--- src/rtl/pipe_pkg.sv ---
// Shared types and constants for the pipeline hazard/forwarding controller:
// forward-source codes, the NOP encoding and the per-stage shadow record.
package pipe_pkg;

    typedef enum logic [1:0] {
        FWD_RF  = 2'd0,
        FWD_EX  = 2'd1,
        FWD_MEM = 2'd2,
        FWD_WB  = 2'd3
    } fwd_sel_e;

    localparam logic [15:0] NOP_INSTR = 16'b0000010000110000;

    // Shadow dst is sized for the widest supported register index; narrower indices are zero-extended.
    localparam int REG_AW_MAX = 8;

    typedef struct packed {
        logic                  valid;
        logic                  reg_write;
        logic                  mem_read;
        logic [REG_AW_MAX-1:0] dst;
    } stage_shadow_t;

    localparam stage_shadow_t SHADOW_NONE = '{
        valid:     1'b0,
        reg_write: 1'b0,
        mem_read:  1'b0,
        dst:       {REG_AW_MAX{1'b0}}
    };

    function automatic logic producer_hit(input stage_shadow_t s,
                                          input logic [REG_AW_MAX-1:0] idx,
                                          input logic used);
        return s.valid & s.reg_write & used & (s.dst == idx);
    endfunction

endpackage

--- src/rtl/pipe_hazard_ctrl_fwd_mux.sv ---
// Per-operand forwarding selector: picks the youngest in-flight producer of
// the operand register and flags when the decode instruction must wait.
module fwd_mux
    import pipe_pkg::*;
#(
    parameter int W      = 16,
    parameter int N      = 3,
    parameter int FWD_EN = 1
) (
    input  logic [N-1:0]  idx_i,
    input  logic          used_i,
    input  stage_shadow_t ex_s_i,
    input  stage_shadow_t mem_s_i,
    input  stage_shadow_t wb_s_i,
    input  logic [W-1:0]  rf_data_i,
    input  logic [W-1:0]  ex_data_i,
    input  logic [W-1:0]  mem_data_i,
    input  logic [W-1:0]  wb_data_i,
    output logic [1:0]    sel_o,
    output logic [W-1:0]  data_o,
    output logic          load_use_o
);

    logic [REG_AW_MAX-1:0] idx_ext_s;
    logic                  hit_ex_s;
    logic                  hit_mem_s;
    logic                  hit_wb_s;
    logic                  ld_flags_unused_s;

    assign idx_ext_s = REG_AW_MAX'(idx_i);
    assign hit_ex_s  = producer_hit(ex_s_i, idx_ext_s, used_i);
    assign hit_mem_s = producer_hit(mem_s_i, idx_ext_s, used_i);
    assign hit_wb_s  = producer_hit(wb_s_i, idx_ext_s, used_i);

    // Older-stage load flags do not steer selection here; the M-stage data is pre-resolved by the top.
    assign ld_flags_unused_s = mem_s_i.mem_read ^ wb_s_i.mem_read;

    // Youngest matching producer wins; only an E-stage load forces a wait when forwarding is on.
    always_comb begin
        sel_o      = FWD_RF;
        data_o     = rf_data_i;
        load_use_o = 1'b0;
        if (FWD_EN == 0) begin
            load_use_o = hit_ex_s | hit_mem_s | hit_wb_s;
        end else if (hit_ex_s) begin
            sel_o      = FWD_EX;
            data_o     = ex_data_i;
            load_use_o = ex_s_i.mem_read;
        end else if (hit_mem_s) begin
            sel_o  = FWD_MEM;
            data_o = mem_data_i;
        end else if (hit_wb_s) begin
            sel_o  = FWD_WB;
            data_o = wb_data_i;
        end else begin
            sel_o  = FWD_RF;
            data_o = rf_data_i;
        end
    end

endmodule

--- src/rtl/pipe_hazard_ctrl.sv ---
// Hazard/forwarding controller beside decode: shadows E/M/W, forwards operands,
// stalls on load-use (or any RAW when forwarding is off) and stretches F/D flushes.
module pipe_hazard_ctrl
    import pipe_pkg::*;
#(
    parameter int W            = 16,
    parameter int N            = 3,
    parameter int FLUSH_CYCLES = 1,
    parameter int FWD_EN       = 1
) (
    input  logic         clk,
    input  logic         rst,
    input  logic         id_valid,
    input  logic [N-1:0] id_src,
    input  logic [N-1:0] id_dst,
    input  logic         id_src_used,
    input  logic         id_dst_used,
    input  logic         id_reg_write,
    input  logic         id_mem_read,
    input  logic         redirect,
    input  logic [W-1:0] id_rsrc,
    input  logic [W-1:0] id_rdst,
    input  logic [W-1:0] ex_alu_out,
    input  logic [W-1:0] mem_rd,
    input  logic [W-1:0] wb_wd,
    output logic [W-1:0] opa,
    output logic [W-1:0] opb,
    output logic [1:0]   fwd_sel_a,
    output logic [1:0]   fwd_sel_b,
    output logic         stall_fd,
    output logic         bubble_de,
    output logic         flush_fd,
    output logic         ex_valid,
    output logic         mem_valid,
    output logic         wb_valid
);

    localparam logic [2:0] FLUSH_LOAD = 3'(FLUSH_CYCLES);

    stage_shadow_t ex_q;
    stage_shadow_t ex_d;
    stage_shadow_t mem_q;
    stage_shadow_t wb_q;
    logic [2:0]    flush_cnt_q;
    logic [2:0]    flush_cnt_d;
    logic [W-1:0]  alu_dly_q;
    logic [W-1:0]  mem_src_s;
    logic          hold_a_s;
    logic          hold_b_s;
    logic          redirect_ok_s;

    // A non-load in M delivers last cycle's ALU result; a load delivers the memory read data.
    assign mem_src_s = mem_q.mem_read ? mem_rd : alu_dly_q;

    fwd_mux #(.W(W), .N(N), .FWD_EN(FWD_EN)) u_fwd_a (
        .idx_i      (id_src),
        .used_i     (id_src_used & id_valid),
        .ex_s_i     (ex_q),
        .mem_s_i    (mem_q),
        .wb_s_i     (wb_q),
        .rf_data_i  (id_rsrc),
        .ex_data_i  (ex_alu_out),
        .mem_data_i (mem_src_s),
        .wb_data_i  (wb_wd),
        .sel_o      (fwd_sel_a),
        .data_o     (opa),
        .load_use_o (hold_a_s)
    );

    fwd_mux #(.W(W), .N(N), .FWD_EN(FWD_EN)) u_fwd_b (
        .idx_i      (id_dst),
        .used_i     (id_dst_used & id_valid),
        .ex_s_i     (ex_q),
        .mem_s_i    (mem_q),
        .wb_s_i     (wb_q),
        .rf_data_i  (id_rdst),
        .ex_data_i  (ex_alu_out),
        .mem_data_i (mem_src_s),
        .wb_data_i  (wb_wd),
        .sel_o      (fwd_sel_b),
        .data_o     (opb),
        .load_use_o (hold_b_s)
    );

    // A slot being flushed is wrong-path, so its hazards never hold the F/D buffer.
    assign flush_fd      = (flush_cnt_q != 3'd0);
    assign stall_fd      = (hold_a_s | hold_b_s) & ~flush_fd;
    assign bubble_de     = stall_fd;
    assign redirect_ok_s = redirect & id_valid & ~stall_fd;

    assign ex_valid  = ex_q.valid;
    assign mem_valid = mem_q.valid;
    assign wb_valid  = wb_q.valid;

    // Next E shadow and flush-counter reload/decrement.
    always_comb begin
        ex_d        = SHADOW_NONE;
        flush_cnt_d = flush_cnt_q;
        if (!(bubble_de | flush_fd | ~id_valid)) begin
            ex_d.valid     = 1'b1;
            ex_d.reg_write = id_reg_write;
            ex_d.mem_read  = id_mem_read;
            ex_d.dst       = REG_AW_MAX'(id_dst);
        end else begin
            ex_d = SHADOW_NONE;
        end
        if (redirect_ok_s) begin
            flush_cnt_d = FLUSH_LOAD;
        end else if (flush_fd) begin
            flush_cnt_d = flush_cnt_q - 3'd1;
        end else begin
            flush_cnt_d = flush_cnt_q;
        end
    end

    // Shadow pipeline, flush counter and delayed ALU result.
    always_ff @(posedge clk) begin
        if (rst) begin
            ex_q        <= SHADOW_NONE;
            mem_q       <= SHADOW_NONE;
            wb_q        <= SHADOW_NONE;
            flush_cnt_q <= 3'd0;
            alu_dly_q   <= {W{1'b0}};
        end else begin
            ex_q        <= ex_d;
            mem_q       <= ex_q;
            wb_q        <= mem_q;
            flush_cnt_q <= flush_cnt_d;
            alu_dly_q   <= ex_alu_out;
        end
    end

endmodule

--- config.mk ---
export PLATFORM = sky130hd
export DESIGN_NAME = pipe_hazard_ctrl
export DESIGN_NICKNAME = d
export VERILOG_FILES = /design/src/rtl/pipe_pkg.sv /design/src/rtl/pipe_hazard_ctrl_fwd_mux.sv /design/src/rtl/pipe_hazard_ctrl.sv
export SDC_FILE = /design/constraint.sdc
export NUM_CORES = 1
export LEC_CHECK = 0
export BUFFER_PORTS_ARGS = -buffer_cell sky130_fd_sc_hd__buf_4
export CAP_MARGIN = 20
export CORE_UTILIZATION = 47
export DETAILED_ROUTE_END_ITERATION = 8
export MAX_ROUTING_LAYER = met4
export PLACE_DENSITY = 0.81
export SLEW_MARGIN = 20
export SYNTH_ARGS = -nofsm -noshare
export SYNTH_HDL_FRONTEND = slang
export SYNTH_SLANG_ARGS = --single-unit
--- constraint.sdc ---
create_clock -name clk -period 3.17 [get_ports clk]
set_clock_uncertainty 0.1 [all_clocks]
set_input_delay 0.634 -clock clk [delete_from_list [all_inputs] [get_ports clk]]
set_output_delay 0.634 -clock clk [all_outputs]
set_load 0.005 [all_outputs]
==> results of run 1 <==
state kept, by name, summed over array words and instances (netlist names):
signal / cells
mem_valid: 1
wb_q: 4
ex_valid: 1
flush_cnt_q: 3
mem_q: 5
ex_q: 5
wb_valid: 1
alu_dly_q: 16
cells by family after synthesis:
logic type / count (synthesis) / share of synthesized area
AND/OR/NAND/NOR: 153 / 0.355
AO/OA/AOI/OAI: 76 / 0.164
flip-flops: 36 / 0.259
buffers and inverters: 35 / 0.0882
XOR/XNOR: 19 / 0.0599
multiplexers: 16 / 0.0648
adder cells (fa/ha/maj): 2 / 0.00900
per-layer routing:
metal,wire length (um),GRT usage,up-vias
met3,968,0.0655,25
met5,0,-,-
met2,4850,0.545,238
met1,3920,0.410,1503
li1,-,-,1485
met4,179,0.0927,0
through the flow:
stage	setup slack, ns	instance area [sq um]
after floorplan	0.453	2780
after global placement	0.219	3830
after detailed placement	0.163	3830
after CTS	0.139	3930
after global routing	0.0852	3930
final	0.120	3930
cells in the final DEF (no fill, tap or decap), types with 3 or more instances in the layout:
| cell | netlist | routed |
|---|---|---|
| buf_4 | 4 | 153 |
| nand3_1 | 52 | 52 |
| dfxtp_1 | 36 | 36 |
| a21oi_1 | 35 | 35 |
| nor2_1 | 35 | 35 |
| a31oi_1 | 32 | 32 |
| nor2b_1 | 28 | 28 |
| xor2_1 | 18 | 18 |
| mux2_2 | 16 | 16 |
| nand3_2 | 13 | 13 |
| or4_1 | 6 | 6 |
| nor4_4 | 6 | 6 |
| inv_1 | 5 | 5 |
| nor3b_1 | 5 | 5 |
| clkbuf_8 | 0 | 5 |
| nand4_2 | 3 | 3 |
worst max-delay path, delay by kind of cell:
kind                   cells  cell delay [ns]
AND/OR/NAND/NOR            2             0.84
buffers and inverters      3             0.53
XOR/XNOR                   1             0.20
AO/OA/AOI/OAI              1             0.11
layout make-up:
| type | count | area share |
|---|---|---|
| timing repair buffer | 155 | 0.303 |
| inverter | 5 | 0.00478 |
| multi-input combinational | 266 | 0.462 |
| sequential | 36 | 0.184 |
| tap | 72 | 0.0230 |
| clock inverter | 3 | 0.00606 |
| clock buffer | 5 | 0.0175 |
worst paths after layout:
kind | from | end
max | id_dst[1] | opb[15]
min | ex_q[1] | mem_q[1]
max reg2reg | ex_valid | ex_q[0]
min reg2reg | ex_q[1] | mem_q[1]
report_power, final:
part           internal (W)  switching [W]
Sequential         0.000499      0.0000348
Combinational      0.000225       0.000208
Clock              0.000156       0.000187
Total              0.000879       0.000430
==> metrics.md, run 1 <==
| Metric | Value |
|---|---|
| Core area | between 5000 and 6000 sq um |
| Register area share after synthesis | 0.259 |
| Synth Net Count | between 400 and 500 |
| Crit path DAT | 2.32 ns |
| Avg WL per Cell | 18.3 um |
| Antenna Diode Count | 0 |
| EDFF count, synth | 0 |
| FF-to-FF path depth | 5 |
| Max incr delay on CP | roughly 0.73 ns |
| Total power | 0.00131 W |
| Min Tclk post-route | 3.05 ns |
| Most common cell in the netlist | nand3_1 |
| Outcome | completed |
| Nets | about 570 |
| First-pass GRT wire length | 15.5 mm |
| Cell mode on critical path | buf_4 |
| Mapped Avg Cell Area | about 8.2 sq um |
| CTS H-tree lvls | 2 |
| GRT Residual Overflow | 0 |
| # rows | 27 |
| GRT Overall Usage | 0.330 |
| Post-Route WL | 9.92 mm |
| Die Height | 78.9 um |
| RePlAce Congestion | between 0.9 and 1 |
| Final hold violation count | 0 |
| Clock transition at path regs | 0.08 ns |
| Worst slew pin tran | approximately 0.56 ns |
| Worst hold path stage count | 1 |
| HP Class | reg -> reg |
| Setup_tns | 0 ns |
| Post-placement cell count | 534 |
| Sequence of cells on the critical path | buf_4, xor2_1, or4_1, buf_12, nand3_1, a31oi_1, buf_4 |
| Initial core utilization | 0.496 |
| Top Ports | about 140 |
| Commonest cells post-synth | 52 x nand3_1, 36 x dfxtp_1, 35 x a21oi_1, 35 x nor2_1, 32 x a31oi_1 |
| Port Buffers | 135 |
| Peak supply drop | 421 uV |
| DR pass1 iterations | 5 |
| Top FF cell, synth | dfxtp_1 |
| Share of cells above drive strength 1 | 0.436 |
| Max frequency | 0.328 GHz |
| Synth top area cells | dfxtp_1 26%, nand3_1 9.4%, a31oi_1 7.2%, mux2_2 6.5%, a21oi_1 6.3% |
| Critical path's slowest cell | or4_1 |
| # DRC | 0 |
| Crit end category | output port |
| CTS tree | built |
| Crit path max fanout | 28 |
| Largest net degree at the start of global routing | 32 |
| Critical path class | in -> out |
| Yosys warning count | 0 |
| Final hold slack | 0.411 ns |
| Postcts setup bufs | 0 |
| Register Area | 721 sq um |
| P per Cell Area | approximately 330 nW/um^2 |
| RSZ-0062 raised after global routing | no |
| Fillers | 480 |
| Worst R2R Setup Slack | 1.19 ns |
| Num CTS Buffers | 5 |
| Synthesized area | approximately 2800 sq um |
| Detail Placement HPWL | 7.47 mm |
| Post-synth top area cell | dfxtp_1 |
| Post-CTS resize count | 0 |
| Clock Sink Count | 36 |
| Iteration-0 DRC Markers | roughly 470 |
| Skew-Pair Late Insertion Delay | roughly 0.29 ns |
| Via density | approximately 6 |
| Final instance count without filler cells | 542 |
| Flops & latches, synth | 36 |
| Final Util | 0.700 |
| Max Cap Viol | 0 |
| Period utilization | 0.962 |
| Die X-Extent | 78.9 um |
| Library cells used by synthesis | 32 |
| Worst relative slew slack | 0.629 |
| Initial antenna violation count | 0 |
| Mapped Cells | 337 |
| Clock root buffer | clkbuf_8 |
| Post-route ant nets | 0 |
| Vias in the first global route | 3,210 |
| Asr flop ratio synth | 0 |
| Area Overhead vs Synth | 41.2% |
| Post-CTS Hold Buffers | 0 |
| Die Area | 6230 sq um |
| Synth top area share | 0.259 |
| Critical path launch point type | primary input |
| Vias | 3,251 |
| Crit path required time | 2.44 ns |
| Multi-input logic area | 1810 sq um |
| Final-report setup violation count | 0 |
| Clock tree buffer depth | 2 |
| Leak | 1.78 nW |
| Max Slew Vio Count | 0 |
No activity file was read; power rests on OpenSTA's default activity.
==> run 2, diff against run 1 <==
--- a/config.mk
+++ b/config.mk
@@ -15,3 +15,4 @@
 export SYNTH_ARGS = -nofsm -noshare
 export SYNTH_HDL_FRONTEND = slang
+export SYNTH_HIERARCHICAL = 1
 export SYNTH_SLANG_ARGS = --single-unit
==> constraint.sdc (replaced) <==
create_clock -name clk -period 3.17 [get_ports clk]
set_clock_uncertainty 0.1 [all_clocks]
set_input_delay 0.1585 -clock clk [delete_from_list [all_inputs] [get_ports clk]]
set_output_delay 0.1585 -clock clk [all_outputs]
set_load 0.005 [all_outputs]
==> run 2 against run 1 <==
- power increased by 2.0%
- count of clock-buffer cells in the layout rose by 3
- synthesized cell count fell by 7.7%
- die area up 0.39%
- final area up 2.4%
- synthesized area rose by 0.41%
- non-clock buffer count is 11 lower
- utilization rose by 1.7 points
- critical path type is now reg -> out
- largest power group unchanged
==> metrics.md, run 2 <==
| Metric | Value |
|---|---|
| Max reg flops | 16 (unchanged) |
| Nets | 564 (was 565) |
| Critical path class | reg -> out (was in -> out) |
| Min Tclk post-route | 2.82 ns (was 3.05 ns) |
| Crit path required time | 2.91 ns (was 2.44 ns) |
| GRT Overall Usage | 0.278 (was 0.330) |
| Worst hold path stage count | 2 (was 1) |
| Largest net degree at the start of global routing | 32 (unchanged) |
| Post-CTS Hold Buffers | 2 (was 0) |
| CP Depth | 6 (was 7) |
| Post-route ant nets | 0 (unchanged) |
| DR pass1 iterations | 4 (was 5) |
| Max Slew Vio Count | 0 (unchanged) |
| Postcts setup bufs | 0 (unchanged) |
| Setup_tns | 0 ns (unchanged) |
| Synthesized area | 2790 sq um (was 2780 sq um) |
| Via density | 5.28 (was 6.00) |
| Peak supply drop | 379 uV (was 421 uV) |
| Period utilization | 0.891 (was 0.962) |
| Total power | 0.00134 W (was 0.00131 W) |
| HP Class | in -> reg (was reg -> reg) |
| Die X-Extent | 79.1 um (was 78.9 um) |
| Sequence of cells on the critical path | xor2_1, nor3_2, nand3_2, and2_1, a211oi_1, buf_4 (was buf_4, xor2_1, or4_1, buf_12, nand3_1, a31oi_1, buf_4) |
| Most frequent cells in the layout | 142 x buf_4, 36 x dfxtp_1, 35 x nor2_1, 35 x nor3_1, 32 x mux2i_1 (was 153 x buf_4, 52 x nand3_1, 36 x dfxtp_1) |
| Critical path launch point type | flop (was primary input) |
| Die Height | 79.1 um (was 78.9 um) |
| Port Buffers | 135 (unchanged) |
| Top Ports | 136 (unchanged) |
| Initial core utilization | 0.498 (was 0.496) |
| Post-Route WL | 8.51 mm (was 9.92 mm) |
| Avg WL per Cell | 15.7 um (was 18.3 um) |
| P per Cell Area | 332 nW/um^2 (was 334 nW/um^2) |
| Vias | 2,858 (was 3,251) |
| Share of cells above drive strength 1 | 0.420 (was 0.436) |
| Initial antenna violation count | 0 (unchanged) |
| Max incr delay on CP | 0.62 ns (was 0.73 ns) |
| CTS tree | built (unchanged) |
| Final-report setup violation count | 0 (unchanged) |
| Mapped Avg Cell Area | 8.98 sq um (was 8.25 sq um) |
| GRT Residual Overflow | 0 (unchanged) |
| FF-to-FF path depth | 8 (was 5) |
| Crit end category | output port (unchanged) |
| RSZ-0062 raised after global routing | no (unchanged) |
| Largest regs | alu_dly_q (16), ex_q (5), mem_q (5) (unchanged) |
| # rows | 27 (unchanged) |
| Post-CTS resize count | 0 (unchanged) |
| Final hold violation count | 0 (unchanged) |
| Mapped Cells | 311 (was 337) |
| Max Cap Viol | 0 (unchanged) |
| Leak | 1.77 nW (was 1.78 nW) |
| Critical path buffer and inverter count | 1 (was 3) |
| Max frequency | 0.354 GHz (was 0.328 GHz) |
| Clock Sink Count | 36 (unchanged) |
| Final Util | 0.717 (was 0.700) |
| Detail Placement HPWL | 6.39 mm (was 7.47 mm) |
| Crit path DAT | 2.57 ns (was 2.32 ns) |
| Largest delay share family, worst path | simple AND/OR/NAND/NOR gates (unchanged) |
| # DRC | 0 (unchanged) |
| Worst relative slew slack | 0.403 (was 0.629) |
| Num CTS Buffers | 5 (unchanged) |
| Die Area | 6250 sq um (was 6230 sq um) |
| Vias in the first global route | 2,786 (was 3,210) |
| Reg with most FFs | alu_dly_q (unchanged) |
| Clock tree buffer depth | 2 (unchanged) |
| Worst slew pin tran | 0.895 ns (was 0.556 ns) |
| RePlAce Congestion | 0.818 (was 0.976) |
| Skew-Pair Late Insertion Delay | 0.28 ns (was 0.29 ns) |
| Outcome | completed (unchanged) |
| Core area | 5610 sq um (unchanged) |
| Yosys warning count | 6 (was 0) |
| Iteration-0 DRC Markers | 119 (was 468) |
| First-pass GRT wire length | 13.2 mm (was 15.5 mm) |
| Final hold slack | 0.00907 ns (was 0.411 ns) |
| Crit path max fanout | 18 (was 28) |
| Critical path's slowest cell | and2_1 (was or4_1) |
| Antenna Diode Count | 0 (unchanged) |
| Clock transition at path regs | 0.07 ns (was 0.08 ns) |
| CTS H-tree lvls | 2 (unchanged) |
| Clock root buffer | clkbuf_8 (unchanged) |
| Area Overhead vs Synth | 44.0% (was 41.2%) |
| Most common cell after layout, fill and taps aside | buf_4 (unchanged) |
[run 2: cell type report]
cell class	instances	area [sq um]
fill	455	1590
tap	72	90.1
sequential	36	721
clock buffer	8	90.1
multi-input combinational	276	2010
inverter	5	18.8
timing repair buffer	144	1090
[run 2: worst register-to-register path, delay by kind of cell (launching register included)]
family / cells / cell delay [ns]
buffers and inverters: 1 / 0.20
AND/OR/NAND/NOR: 6 / 1.33
flip-flops: 1 / 0.37
XOR/XNOR: 1 / 0.21
[run 2: where the power goes]
group	internal (W)	switching, W
clock	0.000177	0.000157
sequential	0.000500	0.0000327
combinational	0.000263	0.000206
[run 2: through the flow]
stage | worst slack [ns] | cell area, sq um | std cells
6_report | 0.346 | 4020 | 541
5_1_grt | 0.185 | 4020 | 541
4_1_cts | 0.378 | 4020 | 541
3_5_place_dp | 0.699 | 3910 | 531
3_3_place_gp | 0.812 | 3910 | 531
2_1_floorplan | 0.977 | 2900 | 340
[run 2: per-layer routing]
layer / track usage / wire [um] / vias to the layer above
li1: - / - / 1389
met1: 0.306 / 3420 / 1335
met2: 0.514 / 4330 / 122
met3: 0.0391 / 597 / 12
met4: 0.0855 / 166 / 0
met5: - / 0 / -
[run 2: path summary, 6_finish.rpt]
check	from	to	slack, ns
max	ex_q[1]	opa[10]	0.35
min	ex_alu_out[14]	alu_dly_q[14]	0.009
max reg2reg	ex_q[0]	ex_q[9]	0.92
min reg2reg	ex_q[8]	mem_q[8]	0.38
==> run 3, diff against run 2 <==
- ABC_AREA: not set -> 1
- CORE_UTILIZATION: 47 -> 25
- PLACE_DENSITY: 0.81 -> not set
==> run 3 against run 2 <==
- routed wire length is 54% higher
- flip-flop and latch count stayed put
- non-clock buffer count is 2 lower
- sequential power is 3.8% lower
- sequential share of layout area is 3.2 points lower
- hold slack worse by 0.0029 ns
- combinational power is 4% lower
- critical endpoint is now opb[4]
- count of clock-buffer cells in the layout is 1 lower
- maximum frequency is 8.2% higher
- largest cell class unchanged
==> metrics.md, run 3 <==
| Metric | Value |
|---|---|
| CTS H-tree lvls | 2 (unchanged) |
| Crit path required time | 2.91 ns (about the same) |
| Post-Route WL | 13.1 mm (was 8.51 mm) |
| FF-to-FF path depth | 10 (was 8) |
| Clock transition at path regs | 0.06 ns (was 0.07 ns) |
| Reg with most FFs | alu_dly_q (unchanged) |
| Num CTS Buffers | 5 (unchanged) |
| Met1 Usage GRT | 0.237 (was 0.306) |
| Share of cells above drive strength 1 | 0.262 (was 0.420) |
| Final hold slack | 0.00618 ns (was 0.00907 ns) |
| Antenna Diode Count | 0 (unchanged) |
| # rows | 43 (was 27) |
| Max frequency | 0.383 GHz (was 0.354 GHz) |
| # DRC | 0 (unchanged) |
| GRT Overall Usage | 0.183 (was 0.278) |
| Post-CTS resize count | 0 (unchanged) |
| Iteration-0 DRC Markers | 290 (was 119) |
| CTS tree | built (unchanged) |
| GR peak layer | met2 (unchanged) |
| Die Height | 121 um (was 79.1 um) |
| Largest regs | alu_dly_q (16), ex_q (5), mem_q (5) (unchanged) |
| RR Endpoint | ex_q[0] (was ex_q[9]) |
| Top Ports | 136 (unchanged) |
| Crit path DAT | 2.35 ns (was 2.57 ns) |
| Area Overhead vs Synth | 38.3% (was 44.0%) |
| Core area | 13,800 sq um (was 5610 sq um) |
| Die Area | 14,600 sq um (was 6250 sq um) |
| Via density | 4.40 (was 5.28) |
| Synthesized area | 3530 sq um (was 2790 sq um) |
| Worst hold path stage count | 3 (was 2) |
| Min-Delay Startpoint | ex_alu_out[13] (was ex_alu_out[14]) |
| Final-report setup violation count | 0 (unchanged) |
| Nets | 877 (was 564) |
| Vias | 4,235 (was 2,858) |
| Max reg flops | 16 (unchanged) |
| Detail Placement HPWL | 10.3 mm (was 6.39 mm) |
| Met3 Use GR | 0.0329 (was 0.0391) |
| GRT Residual Overflow | 0 (unchanged) |
| Leak | 2.75 nW (was 1.77 nW) |
| Most frequent cells in the layout | 178 x nand2_1, 157 x nor2_1, 140 x buf_4 (was 142 x buf_4, 36 x dfxtp_1, 35 x nor2_1, 35 x nor3_1, 32 x mux2i_1) |
| Worst R2R Setup Slack | 1.66 ns (was 0.92 ns) |
| GR met2 Demand/Resource | 0.282 (was 0.514) |
| HP Class | in -> reg (unchanged) |
| RePlAce Congestion | 0.888 (was 0.818) |
| Clock tree buffer depth | 2 (unchanged) |
| Min Tclk post-route | 2.61 ns (was 2.82 ns) |
| Setup_tns | 0 ns (unchanged) |
| Vias in the first global route | 3,804 (was 2,786) |
| Clock root buffer | clkbuf_16 (was clkbuf_8) |
| Postcts setup bufs | 0 (unchanged) |
| Initial antenna violation count | 0 (unchanged) |
| First-pass GRT wire length | 20.0 mm (was 13.2 mm) |
| Crit path max fanout | 35 (was 18) |
| Clock Sink Count | 36 (unchanged) |
| Critical path launch point type | flop (unchanged) |
| Worst slew pin tran | 0.534 ns (was 0.895 ns) |
| Peak supply drop | 177 uV (was 379 uV) |
| Crit end category | output port (unchanged) |
| P per Cell Area | 301 nW/um^2 (was 332 nW/um^2) |
| Avg WL per Cell | 13.6 um (was 15.7 um) |
| Period utilization | 0.824 (was 0.891) |
| Max Slew Vio Count | 0 (unchanged) |
| Hold endpoint | alu_dly_q[13] (was alu_dly_q[14]) |
| Max Cap Viol | 0 (unchanged) |
| Yosys warning count | 6 (unchanged) |
| Reg2reg start | ex_q[2] (was ex_q[0]) |
| Most common cell after layout, fill and taps aside | nand2_1 (was buf_4) |
| Port Buffers | 135 (unchanged) |
| Initial core utilization | 0.256 (was 0.498) |
| Die X-Extent | 121 um (was 79.1 um) |
| Largest net degree at the start of global routing | 36 (was 32) |
| Post-route ant nets | 0 (unchanged) |
| Mapped Avg Cell Area | 5.59 sq um (was 8.98 sq um) |
| Skew-Pair Late Insertion Delay | 0.28 ns (about the same) |
| Critical path class | reg -> out (unchanged) |
| Outcome | completed (unchanged) |
| Worst relative slew slack | 0.643 (was 0.403) |
| Final hold violation count | 0 (unchanged) |
| RSZ-0062 raised after global routing | no (unchanged) |
| Mapped Cells | 632 (was 311) |
| DR pass1 iterations | 5 (was 4) |
-- run 3: cell type report --
cell class	count	area, sq um
inverters	85	319
fillers	1518	8940
clock inverters	1	7.51
flip-flops and latches	36	721
repair buffers	142	1070
well taps	180	225
clock buffers	7	143
multi-input cells	511	2400
-- run 3: stage by stage --
stage,cells,instance area (sq um),total power (W),utilization,worst slack [ns]
global placement,952,4720,0.000971,0.341,0.926
detailed placement,952,4720,0.000971,0.341,0.896
floorplan,661,3640,0.000760,-,1.64
global route,962,4890,0.00157,0.353,0.369
CTS,962,4890,0.00149,0.353,0.582
finish,962,4890,0.00147,0.353,0.559
-- run 3: worst max path at each step --
stage | startpoint | endpoint | slack (ns) | depth (start not counted)
floorplan | mem_valid | opa[10] | 1.64 | 8
global placement | id_valid | opa[2] | 0.93 | 13
detailed placement | mem_q[2] | opb[4] | 0.90 | 10
CTS | mem_q[2] | opb[4] | 0.58 | 10
global route | mem_q[2] | opb[4] | 0.37 | 10
finish | mem_q[2] | opb[4] | 0.56 | 10
-- run 3: metal layers --
| layer | up-vias | part of all wire |
|---|---|---|
| li1 | 2213 | - |
| met4 | 0 | 0.031 |
| met3 | 26 | 0.067 |
| met2 | 152 | 0.46 |
| met1 | 1844 | 0.44 |
| met5 | - | 0 |
-- run 3: timing repair --
item / in CTS / in global routing
hold buffers: 2 / 0
endpoints found under the setup margin: 0 / 0
endpoints found under the hold margin: 2 / 0
-- run 3: power breakdown --
part	switching (W)	internal, W
logic	0.000240	0.000211
clock network	0.000194	0.000313
registers	0.0000242	0.000489
-- run 3: critical path, cell delays in order (launching register included) --
cell	delay, ns
dfxtp_1	0.39
inv_1	0.05
nand2_1	0.05
nand2_1	0.08
nor2_4	0.34
nand3_4	0.46
nand3_1	0.23
nand2_1	0.06
nor2_1	0.19
nor2_1	0.07
buf_4	0.14
